==> config.mk <==
export PLATFORM = sky130hd
export DESIGN_NAME = pair_judge
export DESIGN_NICKNAME = d
export VERILOG_FILES = /design/src/rtl/pair_judge.sv
export SDC_FILE = /design/constraint.sdc
export NUM_CORES = 1
export LEC_CHECK = 0
export BUFFER_PORTS_ARGS = -buffer_cell sky130_fd_sc_hd__buf_2
export CORE_ASPECT_RATIO = 0.5
export CORE_UTILIZATION = 52
export DETAILED_ROUTE_END_ITERATION = 10
export GPL_TIMING_DRIVEN = 0
export PLACE_DENSITY = 0.81
export SLEW_MARGIN = 10
export SYNTH_ARGS = -nofsm -noshare
export SYNTH_HDL_FRONTEND = slang
export SYNTH_SLANG_ARGS = --single-unit
==> constraint.sdc <==
create_clock -name clk -period 3.4 [get_ports clk]
set_input_delay 1.02 -clock clk [delete_from_list [all_inputs] [get_ports clk]]
set_output_delay 1.02 -clock clk [all_outputs]
set_load 0.02 [all_outputs]
==> src/rtl/pair_judge.sv <==
// Two-player memory-game referee: tracks two revealed cells, holds them face-up
// for SHOW_CYCLES cycles, then scores the pair and hands the turn over on a miss.
module pair_judge #(
  parameter int SHOW_CYCLES = 4,
  parameter int PAIRS       = 8
) (
  input  logic        clk,
  input  logic        rst,
  input  logic        sel_valid,
  input  logic [3:0]  sel_idx,
  input  logic [3:0]  sel_label,
  output logic        busy,
  output logic [15:0] reveal_mask,
  output logic [15:0] matched_mask,
  output logic        res_valid,
  output logic        res_match,
  output logic        player,
  output logic [3:0]  score_j1,
  output logic [3:0]  score_j2,
  output logic        finish
);

  // state   | meaning
  // IDLE    | waiting for the first cell (A)
  // ONE     | A revealed, waiting for the second cell (B)
  // SHOW    | A and B held face-up while the down-counter runs out
  // RESOLVE | one-cycle result pulse; scores/masks already updated
  // DONE    | every pair found, locked until reset
  localparam logic [2:0] IDLE    = 3'd0;
  localparam logic [2:0] ONE     = 3'd1;
  localparam logic [2:0] SHOW    = 3'd2;
  localparam logic [2:0] RESOLVE = 3'd3;
  localparam logic [2:0] DONE    = 3'd4;

  localparam logic [7:0] SHOW_LOAD = 8'(SHOW_CYCLES - 1);
  localparam logic [4:0] PAIRS_W   = 5'(PAIRS);

  logic [2:0] state;
  logic [7:0] cnt;
  logic [3:0] idx_a, lbl_a, idx_b, lbl_b;
  logic [4:0] total;
  logic       sel_open;
  logic       same;

  assign sel_open = sel_valid && !matched_mask[sel_idx];
  assign same     = (lbl_a == lbl_b);
  assign total    = {1'b0, score_j1} + {1'b0, score_j2};
  assign busy     = (state == SHOW) || (state == RESOLVE) || (state == DONE);

  always_ff @(posedge clk) begin
    if (!rst) begin
      state        <= IDLE;
      cnt          <= '0;
      idx_a        <= '0;
      lbl_a        <= '0;
      idx_b        <= '0;
      lbl_b        <= '0;
      reveal_mask  <= '0;
      matched_mask <= '0;
      res_valid    <= 1'b0;
      res_match    <= 1'b0;
      player       <= 1'b0;
      score_j1     <= '0;
      score_j2     <= '0;
      finish       <= 1'b0;
    end else begin
      res_valid <= 1'b0;
      res_match <= 1'b0;
      case (state)
        IDLE: begin
          if (sel_open) begin
            idx_a                <= sel_idx;
            lbl_a                <= sel_label;
            reveal_mask[sel_idx] <= 1'b1;
            state                <= ONE;
          end
        end
        ONE: begin
          if (sel_open && (sel_idx != idx_a)) begin
            idx_b                <= sel_idx;
            lbl_b                <= sel_label;
            reveal_mask[sel_idx] <= 1'b1;
            cnt                  <= SHOW_LOAD;
            state                <= SHOW;
          end
        end
        SHOW: begin
          if (cnt == 8'd0) begin
            // Results are registered on entry so they are visible with res_valid.
            res_valid          <= 1'b1;
            res_match          <= same;
            reveal_mask[idx_a] <= 1'b0;
            reveal_mask[idx_b] <= 1'b0;
            if (same) begin
              matched_mask[idx_a] <= 1'b1;
              matched_mask[idx_b] <= 1'b1;
              if (player) score_j2 <= score_j2 + 4'd1;
              else        score_j1 <= score_j1 + 4'd1;
            end else begin
              player <= ~player;
            end
            state <= RESOLVE;
          end else begin
            cnt <= cnt - 8'd1;
          end
        end
        RESOLVE: begin
          if (total == PAIRS_W) begin
            finish <= 1'b1;
            state  <= DONE;
          end else begin
            state <= IDLE;
          end
        end
        DONE: state <= DONE;
        default: state <= IDLE;
      endcase
    end
  end

endmodule

### Yosys cells after proc, flatten, opt, wreduce, memory -nomap -nowiden

Index checks and enable logic that the tools add are counted.

* register bits: 71
* input bits: 11
* output and inout bits: 45
* logic and storage cells: 89

* $add $sub $neg: 4
* $lt $le $gt $ge: 6
* eq/ne operators: 11
* muxes and demuxes: 21
* bitwise gates (word level): 9
* reduce and logical (&&, ||, !) cells: 24

Operator list (count)
* $mux W16: 3
* $or A16 B16 Y16: 3
* $pmux W16 S3: 1
* $and A16 B16 Y16: 2
* $not A16 Y16: 2
* $mux W8: 2
* $pmux W8 S2: 1
* $lt A4 B5 Y1 const B: 3
* $pmux W3 S5: 1
* $reduce_and A3 Y1: 5
* $demux W1 S4: 3
* $ge A4 B1 Y1 const B: 3
* $mux W3: 4
* $reduce_and A4 Y1: 3
* $add A4 B1 Y4 const B: 2
* $logic_not A8 Y1: 1
* $reduce_and A2 Y1: 4
* $sub A8 B1 Y8 const B: 1
* $eq A3 B2 Y1 const B: 2
* $ne A2 B2 Y1 const B: 3
* $add A4 B4 Y5: 1
* $eq A5 B4 Y1 const B: 1
* $logic_and A1 B1 Y1: 5
* $mux W1: 5
* 12 further kinds: 14

### Depth between registers and ports, before layout

Gate-level depths: netlist of the first run.

* word-level depth: 9
* mapped depth: 9

### Worst setup path before layout of the first run

OpenSTA, ideal clock, no wires.

* path kind: in2reg
* start: in sel_idx[1]
* end: reg idx_b[3]
* arrival time: 2.606 ns
* required time: 3.328 ns
* setup slack: 0.722 ns
* stages on the path: 8
* cell sequence: buf_6 > mux2_4 > a222oi_1 > o2111a_1 > buf_6 > and3_4 > buf_8 > mux2i_1

* longest elaborated chain between the ends: 6
* elaborated cells on any way between the ends: 7
* those cells by class: 1 x eq/ne; 2 x mux; 4 x reduce/logical

RTL lines
* from (decl): RTL line 10 `input logic [3:0] sel_idx,`
* $bmux W1 S4: RTL line 45 `assign sel_open = sel_valid && !matched_mask[sel_idx];`
* $mux W1 (not written as such): RTL line 45
* $logic_not A1 Y1: RTL line 45
* $logic_and A1 B1 Y1: RTL line 45
* $logic_and A1 B1 Y1 *: RTL line 79 `if (sel_open && (sel_idx != idx_a)) begin`
* $reduce_and A2 Y1 (no source line) *
* to (signal assigned): RTL line 80 `idx_b <= sel_idx;`
* to (decl): RTL line 40 `logic [3:0] idx_a, lbl_a, idx_b, lbl_b;`

Mark *: on every way between the ends. The rest lies on a longest branch, timed or not. The select of a mux whose other input is x is not followed.
A chain may end at the register's enable or synchronous reset.

### Final worst setup path of the first run

* start: in sel_idx[1]
* end: reg lbl_b[3]

* longest elaborated chain between the ends: 6
* elaborated cells on any way between the ends: 7
* those cells by class: 1 x eq/ne; 2 x mux; 4 x reduce/logical

RTL lines
* $bmux W1 S4: RTL line 45
* $mux W1 (not written as such): RTL line 45
* $logic_not A1 Y1: RTL line 45
* $logic_and A1 B1 Y1: RTL line 45
* $logic_and A1 B1 Y1 *: RTL line 79
* $reduce_and A2 Y1 (no source line) *
* to (signal assigned): RTL line 81 `lbl_b <= sel_label;`
* to (decl): RTL line 40

Marks and branches as above.

==> reports/metrics.yaml, run 1 <==
status: "complete, no violations"
synth_top_family_by_area: "simple AND/OR/NAND/NOR gates"
cellLeakagePower_nw: 1.79
dr_total_vias: 3142
finalWeightedCongestion: 0.972
worstPathArrival_ps: 2990
nets: 475
fmax_mhz: 366
hold_path_startpoint: "finish"
synthAdderAreaFrac: 0.0345
core_um2: 6260
viasPerCell: 5.73
drt_iter0_markers: 265
ctsRootBufferMaster: "clkbuf_16"
finalClockSkew_ps: 6.10
hold_viol: 0
yosysUniqueCellTypes: 55
seq_area_frac_synth: 0.408
ff2ff_setup_slack_ps: 830
syn_area_um2: 3480
syn-mean-instance-area_um2: 8.95
drt_wl_total_um: 8550
n_fill_cell: 526
wl_per_cell_um: 15.6
timing.max_cap.violations: 0
track_usage: 0.263
critical_path.most_common_cell: "buf_6"
grt_util_met3: 0.0811
rsz0062_at_grt: "no"
yosysTopAreaCellShare: 0.408
period_needed_ps: 2730
drc: 0
numCtsBuffers: 9
antenna_found_initial: 0
fp.dieH_um: 59.9
die_w_um: 118
ys_ff_latch: 71
critical_path.startpoint: "sel_idx[1]"
hold_path_depth: 2
tritoncts: "done"
clkTransAtPathRegs_ps: 50
grt_max_degree: 12
cts_resized: 0
ios: 56
synthXorXnorAreaFrac: 0.0478
final_util: 0.670
ff2ff_path_depth: 5
rows: 20
netlist_top_cells_count: "dfxtp_1 (71), nor2_1 (46), nand2_1 (34)"
relSlewSlack: 0.352
crit_path_start_kind: "input pin"
cp_max_fo: 10
fp.dieArea_um2: 7050
yosys.area.top_type: "dfxtp_1"
worstPathCellList: "buf_2 -> buf_6 -> mux2_4 -> a222oi_1 -> o2111a_1 -> buf_6 -> and3_4 -> buf_8 -> mux2i_1"
finalSetupViolations: 0
r2r-start: "lbl_b[1]"
power_density_nw_per_um2: 517
grt_pass1_wl_um: 13900
crit_path_end_kind: "flop"
synth_mux_area_frac: 0.0809
crit_type: "in2reg"
drive_above_1_share: 0.189
io_buffer_count: 55
grt_overflow: 0
synth_ff_type: "dfxtp_1"
reg2reg_to: "score_j1[3]"
synth.area.top_cells: "dfxtp_1 (41%), mux2i_1 (5.2%), nor2_1 (5.0%), nand2_1 (3.7%), nand4_1 (3.6%)"
drv_slew: 0
synth_nets: 409
fin_crit_sh: 0.803
yosysMostFrequentCell: "dfxtp_1"
firstDrtPassIters: 5
synth_edf_count: 0
cts_hold_buf: 0
grt_pass1_vias: 2795
worst_slew_pin_slew_ps: 965
slowest_delay_ps: 410
syn_to_final_growth_pct: 20.4
dp_hpwl_um: 6210
met2_usage: 0.411
vdd_drop_max_mv: 0.303
synthArstFlopShare: 0
gr-max-usage-layer: "met2"
required_ps: 3660
slowest_stage: "a222oi_1"
htreeDepth: 3
yosys.area_share.simple: 0.222
met1_usage: 0.346
synth_compound_area_frac: 0.161
finalSetupTns_ps: 0
cts_setup_buffers: 0
postRouteAntennaNets: 0
initial_core_util: 0.556
hp-class: "reg2reg"
holdPathEnd: "finish"
cts_max_path_buffers: 2
cts_sinks: 71
synth_warnings: 0
synth_cells: 389
clock_latency_ps: 330
antenna_cells: 0
## cells in the final DEF (no fill, tap or decap), types with 4 or more instances in the layout
| cell | Yosys | routed |
|---|---|---|
| clkbuf_16 | 0 | 9 |
| o21a_1 | 15 | 15 |
| buf_2 | 5 | 60 |
| and2_1 | 5 | 5 |
| a22oi_1 | 9 | 9 |
| nor2_1 | 46 | 46 |
| dfxtp_1 | 71 | 71 |
| clkbuf_1 | 18 | 20 |
| xnor2_1 | 5 | 5 |
| xor2_1 | 14 | 14 |
| ha_1 | 8 | 8 |
| o21ai_0 | 15 | 15 |
| inv_1 | 4 | 4 |
| nor3b_1 | 4 | 4 |
| nand4_1 | 20 | 20 |
| nor2b_1 | 13 | 13 |
| nand2_1 | 34 | 34 |
| a21oi_1 | 23 | 23 |
| a32oi_1 | 5 | 5 |
| mux2i_1 | 18 | 18 |
| nand2b_1 | 4 | 4 |
| nand3_1 | 7 | 7 |
## where the power goes
part | total [mW] | internal, mW | leakage, nW | switching (mW)
Combinational | 0.269 | 0.0958 | 1.05 | 0.173
Sequential | 0.881 | 0.861 | 0.575 | 0.0203
Clock | 1.02 | 0.681 | 0.160 | 0.336
## routing by layer
metal | share of wire | wire length, um | up-vias
li1 | - | - | 1523
met1 | 0.50 | 4230 | 1507
met2 | 0.43 | 3640 | 104
met3 | 0.069 | 587 | 8
met4 | 0.010 | 89 | 0
met5 | 0 | 0 | -
## worst max path at each step
stage	endpoint	depth (start not counted)	slack [ps]
after floorplan	idx_b[3]	8	720
after global placement	idx_b[1]	9	390
after detailed placement	lbl_b[3]	9	350
after CTS	lbl_b[3]	9	690
after global routing	lbl_b[0]	9	530
final	lbl_b[3]	9	670
## cell type report
class                      count  area (um^2)  area share
sequential                    71         1420       0.339
multi-input combinational    286         1900       0.454
tap                           88          110      0.0263
timing repair buffer          55          275      0.0657
inverter                       5         18.8     0.00448
clock buffer                  13          260      0.0621
clock inverter                 3         65.1      0.0155
buffer                        27          138      0.0328
## cell families after synthesis
| kind of cell | after synthesis |
|---|---|
| multiplexers | 24 |
| AND/OR/NAND/NOR | 150 |
| AO/OA/AOI/OAI | 84 |
| XOR/XNOR | 19 |
| flip-flops | 71 |
| adder cells (fa/ha/maj) | 9 |
| buffers and inverters | 32 |
## worst max-delay path: cells and delay by family
family,cells,cell delay (ps)
AOI/OAI and AO/OA,2,680
buffers and inverters,4,590
and+or+nand+nor,1,190
muxes,2,510
## registers in the layout, indices dropped and copies added (netlist names)
name / flops
reveal_mask: 16
idx_a: 4
res_valid: 1
player: 1
finish: 1
cnt: 8
matched_mask: 16
res_match: 1
lbl_b: 4
lbl_a: 4
state: 3
idx_b: 4
score_j2: 4
score_j1: 4
## through the flow
step	instances	area [um^2]	worst slack [ps]	hold slack [ps]	power, mW
after detailed placement	532	3870	354	456	1.16
after global placement	532	3870	393	446	1.16
final	548	4190	671	463	2.17
after CTS	548	4190	688	465	2.17
after global routing	548	4190	526	498	2.24
after floorplan	389	3480	722	446	1.09
No activity file was read; power rests on OpenSTA's default activity.
==> inputs of run 2 (changes only) <==
- clock period: 3.4 -> 2.68 ns (I/O delays scaled with it)
==> run 2 against run 1 <==
Compared with the run above:
- power rose by 27%
- clock skew about the same
- flip-flop and latch count is the same
- critical path depth unchanged
- sequential share of layout area decreased by 0.071 points
==> reports/metrics.yaml, run 2 (same netlist as run 1, synthesis figures left out) <==
total_power_mw: 2.76  # +27%
finalSetupViolations: 0  # unchanged
rows: 20  # unchanged
vdd_drop_max_mv: 0.385  # +27%
drt_iter0_markers: 279  # +5.3%
crit_path_end_kind: "flop"
tritoncts: "done"
drc: 0  # unchanged
hp-class: "reg2reg"
rsz0062_at_grt: "no"
final_util: 0.671  # +0.00140
crit_family: "compound AO/OA/AOI/OAI gates"
firstDrtPassIters: 5  # unchanged
crit_type: "in2reg"
fp.dieH_um: 59.9  # unchanged
dp_hpwl_um: 6210  # unchanged
track_usage: 0.263  # unchanged
critical_path.most_common_cell: "buf_6"
cellLeakagePower_nw: 1.79  # +0.17%
ctsRootBufferMaster: "clkbuf_16"
cp_max_fo: 10  # unchanged
cts_sinks: 71  # unchanged
dr_total_vias: 3109  # -1.1%
worst-path-buf-inv: 4  # unchanged
slowest_stage: "a222oi_1"
drt_wl_total_um: 8620  # +0.76%
period_needed_ps: 2510
required_ps: 2940  # -720 ps
finalClockSkew_ps: 6.26  # +0.154 ps
cts_hold_buf: 0  # unchanged
pre_cts_ws_ps: -150  # -504 ps
antenna_found_initial: 0  # unchanged
status: "complete, no violations"
worstPathArrival_ps: 2780  # -210 ps
postRouteAntennaNets: 0  # unchanged
syn_to_final_growth_pct: 20.7
antenna_cells: 0  # unchanged
initial_core_util: 0.556  # unchanged
ios: 56  # unchanged
core_um2: 6260  # unchanged
clock_latency_ps: 340  # about the same
drive_above_1_share: 0.189  # unchanged
grt_max_degree: 12  # unchanged
finalWeightedCongestion: 0.972  # unchanged
power_density_nw_per_um2: 657  # +27%
post-place-cells: 532  # unchanged
worstPathCellList: "buf_2 -> buf_6 -> mux2_4 -> a222oi_1 -> o2111a_1 -> buf_6 -> and3_4 -> buf_8 -> mux2i_1"
clkTransAtPathRegs_ps: 50  # about the same
wl_per_cell_um: 15.7  # +0.76%
final_common_cell: "dfxtp_1"
top_regs: "matched_mask (16), reveal_mask (16), cnt (8)"
grt_pass1_wl_um: 13900  # unchanged
numCtsBuffers: 9  # unchanged
slowest_delay_ps: 410  # about the same
worst_slew_pin_slew_ps: 604  # -361 ps
fin_cells: 548  # unchanged
io_buffer_count: 55  # unchanged
nets: 475  # unchanged
relSlewSlack: 0.595  # +0.243
fmax_mhz: 398
fin_crit_sh: 0.938
htreeDepth: 3  # unchanged
grt_pass1_vias: 2795  # unchanged
viasPerCell: 5.67  # -1.1%
setup_slack_ps: 165  # -506 ps
fp.dieArea_um2: 7050  # unchanged
die_w_um: 118  # unchanged
hold_viol: 0  # unchanged
drv_slew: 0  # unchanged
crit_path_start_kind: "input pin"
grt_overflow: 0  # unchanged
most-common-layout-cells: "dfxtp_1 (71), buf_2 (60), nor2_1 (46), nand2_1 (34), a21oi_1 (23)"
timing.max_cap.violations: 0  # unchanged
cts_max_path_buffers: 2  # unchanged
[run 2: cell types whose count changed in the layout (fill, tap and decap cells not counted)]
cell and change:
nor4_2 -1, nor4_4 +1
[run 2: area by class of cell]
type / instances / area [um^2]
Timing Repair Buffer: 55 / 275
Fill cell: 526 / 2060
Tap cell: 88 / 110
Sequential cell: 71 / 1420
Multi-Input combinational cell: 286 / 1910
Clock inverter: 3 / 65.1
Inverter: 5 / 18.8
Clock buffer: 13 / 260
Buffer: 27 / 138
[run 2: stage by stage]
| step | hold slack [ps] | TNS, ps | area [um^2] |
|---|---|---|---|
| 5_1_grt | 498 | 0 | 4200 |
| 3_5_place_dp | 456 | -1920 | 3870 |
| 3_3_place_gp | 446 | -1280 | 3870 |
| 2_1_floorplan | 446 | 0 | 3480 |
| 4_1_cts | 465 | 0 | 4190 |
| 6_report | 463 | 0 | 4200 |
[run 2: final timing paths]
kind / startpoint / to / slack [ps] / cells past startpoint
worst max-delay path: sel_idx[1] / lbl_b[3] / 170 / 9
worst min-delay path: finish / finish / 460 / 2
worst max register to register: state[0] / score_j1[3] / 330 / 7
worst min register to register: finish / finish / 460 / 2
[run 2: what timing repair did]
action	in CTS	in global routing
buffers inserted	0	0
setup endpoints to repair	0	10
gates resized for setup	0	1
[run 2: worst min-delay path, stage by stage (launching register included)]
cell	delay, ps
dfxtp_1	320
nor2_1	40
nor2_1	70
[run 2: routing by layer]
layer	track usage	part of all wire
met4	0.0989	0.013
met3	0.0811	0.059
met2	0.411	0.43
met1	0.346	0.50
met5	0	0
[run 2: power by group]
part	internal [mW]	switching (mW)	total (mW)
combinational	0.125	0.222	0.347
sequential	1.09	0.0261	1.12
clock	0.864	0.430	1.29
total	2.08	0.678	2.76
==> inputs of run 3 (changes only) <==
- REMOVE_ABC_BUFFERS: not set -> 1
- SETUP_SLACK_MARGIN: not set -> 0.4
- clock period: 2.68 -> 2.74 ns (I/O delays scaled with it)
==> run 3 against run 2 <==
Compared with the run above:
- via count is 0.55% lower
- count of clock-buffer cells in the layout up 2
- register-to-register slack improved by 280 ps
- utilization decreased by 1.2 points
- final cell count shrank 4.0%
- setup slack better by 190 ps
- flip-flop and latch count unchanged
- non-clock buffer count down 22
- sequential share of layout area grew 0.63 points
- sequential power is essentially flat
- critical path type unchanged
- critical endpoint is now lbl_b[1]
- largest power group is now sequential cells
==> reports/metrics.yaml, run 3 (same netlist as run 1, synthesis figures left out) <==
vdd_drop_max_mv: 0.321  # -17%
firstDrtPassIters: 5  # unchanged
io_buffer_count: 55  # unchanged
viasPerCell: 5.88  # +3.6%
cellLeakagePower_nw: 1.74  # -2.9%
die_w_um: 118  # unchanged
worst_slew_pin_slew_ps: 735  # +132 ps
finalWeightedCongestion: 0.914  # -6.0%
grt_max_degree: 41  # +29
finalClockSkew_ps: 5.04  # -1.21 ps
drt_iter0_markers: 241  # -14%
postRouteAntennaNets: 0  # unchanged
drc: 0  # unchanged
wl_per_cell_um: 16.4  # +4.3%
drv_slew: 0  # unchanged
track_usage: 0.250  # -0.0129
antenna_cells: 0  # unchanged
core_um2: 6260  # unchanged
tritoncts: "done"
cts_sinks: 71  # unchanged
rsz0062_at_grt: "no"
worstPathArrival_ps: 2640  # -140 ps
syn_to_final_growth_pct: 18.5
power_density_nw_per_um2: 614  # -6.5%
slowest_stage: "a222oi_1"
numCtsBuffers: 9  # unchanged
crit_type: "in2reg"
most-common-layout-cells: "dfxtp_1 (71), buf_2 (54), nor2_1 (46), nand2_1 (33), a21oi_1 (23)"
grt_pass1_vias: 2717  # -2.8%
grt_overflow: 0  # unchanged
ctsRootBufferMaster: "clkbuf_16"
required_ps: 2990  # +50 ps
total_power_mw: 2.53  # -8.2%
crit_path_end_kind: "flop"
fp.dieH_um: 59.9  # unchanged
cp_max_fo: 12  # +2
initial_core_util: 0.556  # unchanged
crit_family: "compound AO/OA/AOI/OAI gates"
final_common_cell: "dfxtp_1"
cts_max_path_buffers: 2  # unchanged
dr_total_vias: 3092  # -0.55%
fmax_mhz: 419
grt_pass1_wl_um: 13300  # -4.4%
period_needed_ps: 2390
ios: 56  # unchanged
fp.dieArea_um2: 7050  # unchanged
worstPathCellList: "buf_8 -> mux2_4 -> a222oi_1 -> o2111a_2 -> and3_4 -> mux2i_2"
dp_hpwl_um: 5530  # -11%
rows: 20  # unchanged
clock_latency_ps: 330  # about the same
hold_viol: 0  # unchanged
timing.max_cap.violations: 0  # unchanged
nets: 454  # -4.4%
worst-path-buf-inv: 1  # -3
hp-class: "reg2reg"
top_regs: "matched_mask (16), reveal_mask (16), cnt (8)"
htreeDepth: 3  # unchanged
finalSetupViolations: 0  # unchanged
crit_path_start_kind: "input pin"
slowest_delay_ps: 470  # +60 ps
fin_crit_sh: 0.872
drive_above_1_share: 0.215  # +0.0255
drt_wl_total_um: 8620  # about the same
clkTransAtPathRegs_ps: 50  # about the same
status: "complete, no violations"
post-place-cells: 505  # -5.1%
fin_cells: 526  # -4.0%
relSlewSlack: 0.509  # -0.0859
antenna_found_initial: 0  # unchanged
## run 3: changes by cell type in the layout (fill, tap and decap cells not counted), sizes merged
cell,before,now
clkinv,2,1
and3,3,4
buf,64,60
clkbuf,31,15
bufinv,2,0
## run 3: final timing paths
kind	start	end	slack [ps]	cells past startpoint
worst min register to register	lbl_b[0]	lbl_b[0]	470	2
worst max register to register	state[1]	score_j1[3]	610	5
worst max-delay path	sel_idx[1]	lbl_b[1]	350	6
worst min-delay path	lbl_b[0]	lbl_b[0]	470	2
## run 3: through the flow
stage          worst slack, ps  TNS (ps)  hold slack, ps  utilization  area [um^2]
2_1_floorplan              105         0             446            -         3340
3_3_place_gp              -610    -16940             457        0.596         3730
3_5_place_dp              -666    -18270             462        0.596         3730
4_1_cts                    407         0             470        0.651         4070
5_1_grt                    295         0             486        0.659         4120
6_report                   351         0             468        0.659         4120
## run 3: what timing repair did
item	4_1_cts	5_1_grt
setup endpoints to repair	61	30
gates cloned	1	0
setup buffers	2	3
hold endpoints to repair	0	0
pin swaps	0	3
hold buffers	0	0
gates resized for setup	12	10
## run 3: per-layer routing
layer | vias to the layer above | global-route usage | routed length (um)
li1 | 1488 | - | -
met4 | 0 | 0.117 | 137
met5 | - | 0 | 0
met3 | 16 | 0.0811 | 565
met2 | 115 | 0.413 | 3920
met1 | 1473 | 0.303 | 4000
## run 3: worst min-delay path: cells and delay by family, from the launching register on
family | cells | cell delay, ps
flip-flops | 1 | 310
multiplexers | 1 | 50
AND/OR/NAND/NOR | 1 | 60
## run 3: layout make-up
class	instances	area (um^2)
Timing Repair Buffer	60	327
Inverter	5	23.8
Fill cell	519	2130
Tap cell	88	110
Multi-Input combinational cell	287	1960
Sequential cell	71	1420
Clock buffer	15	278
## run 3: where the power goes
group          switching [mW]  leakage (nW)  internal [mW]  total (mW)
clock                   0.410         0.136          0.683        1.09
sequential             0.0451         0.575           1.07        1.11
combinational           0.199          1.03          0.127       0.325
total                   0.654          1.74           1.88        2.53
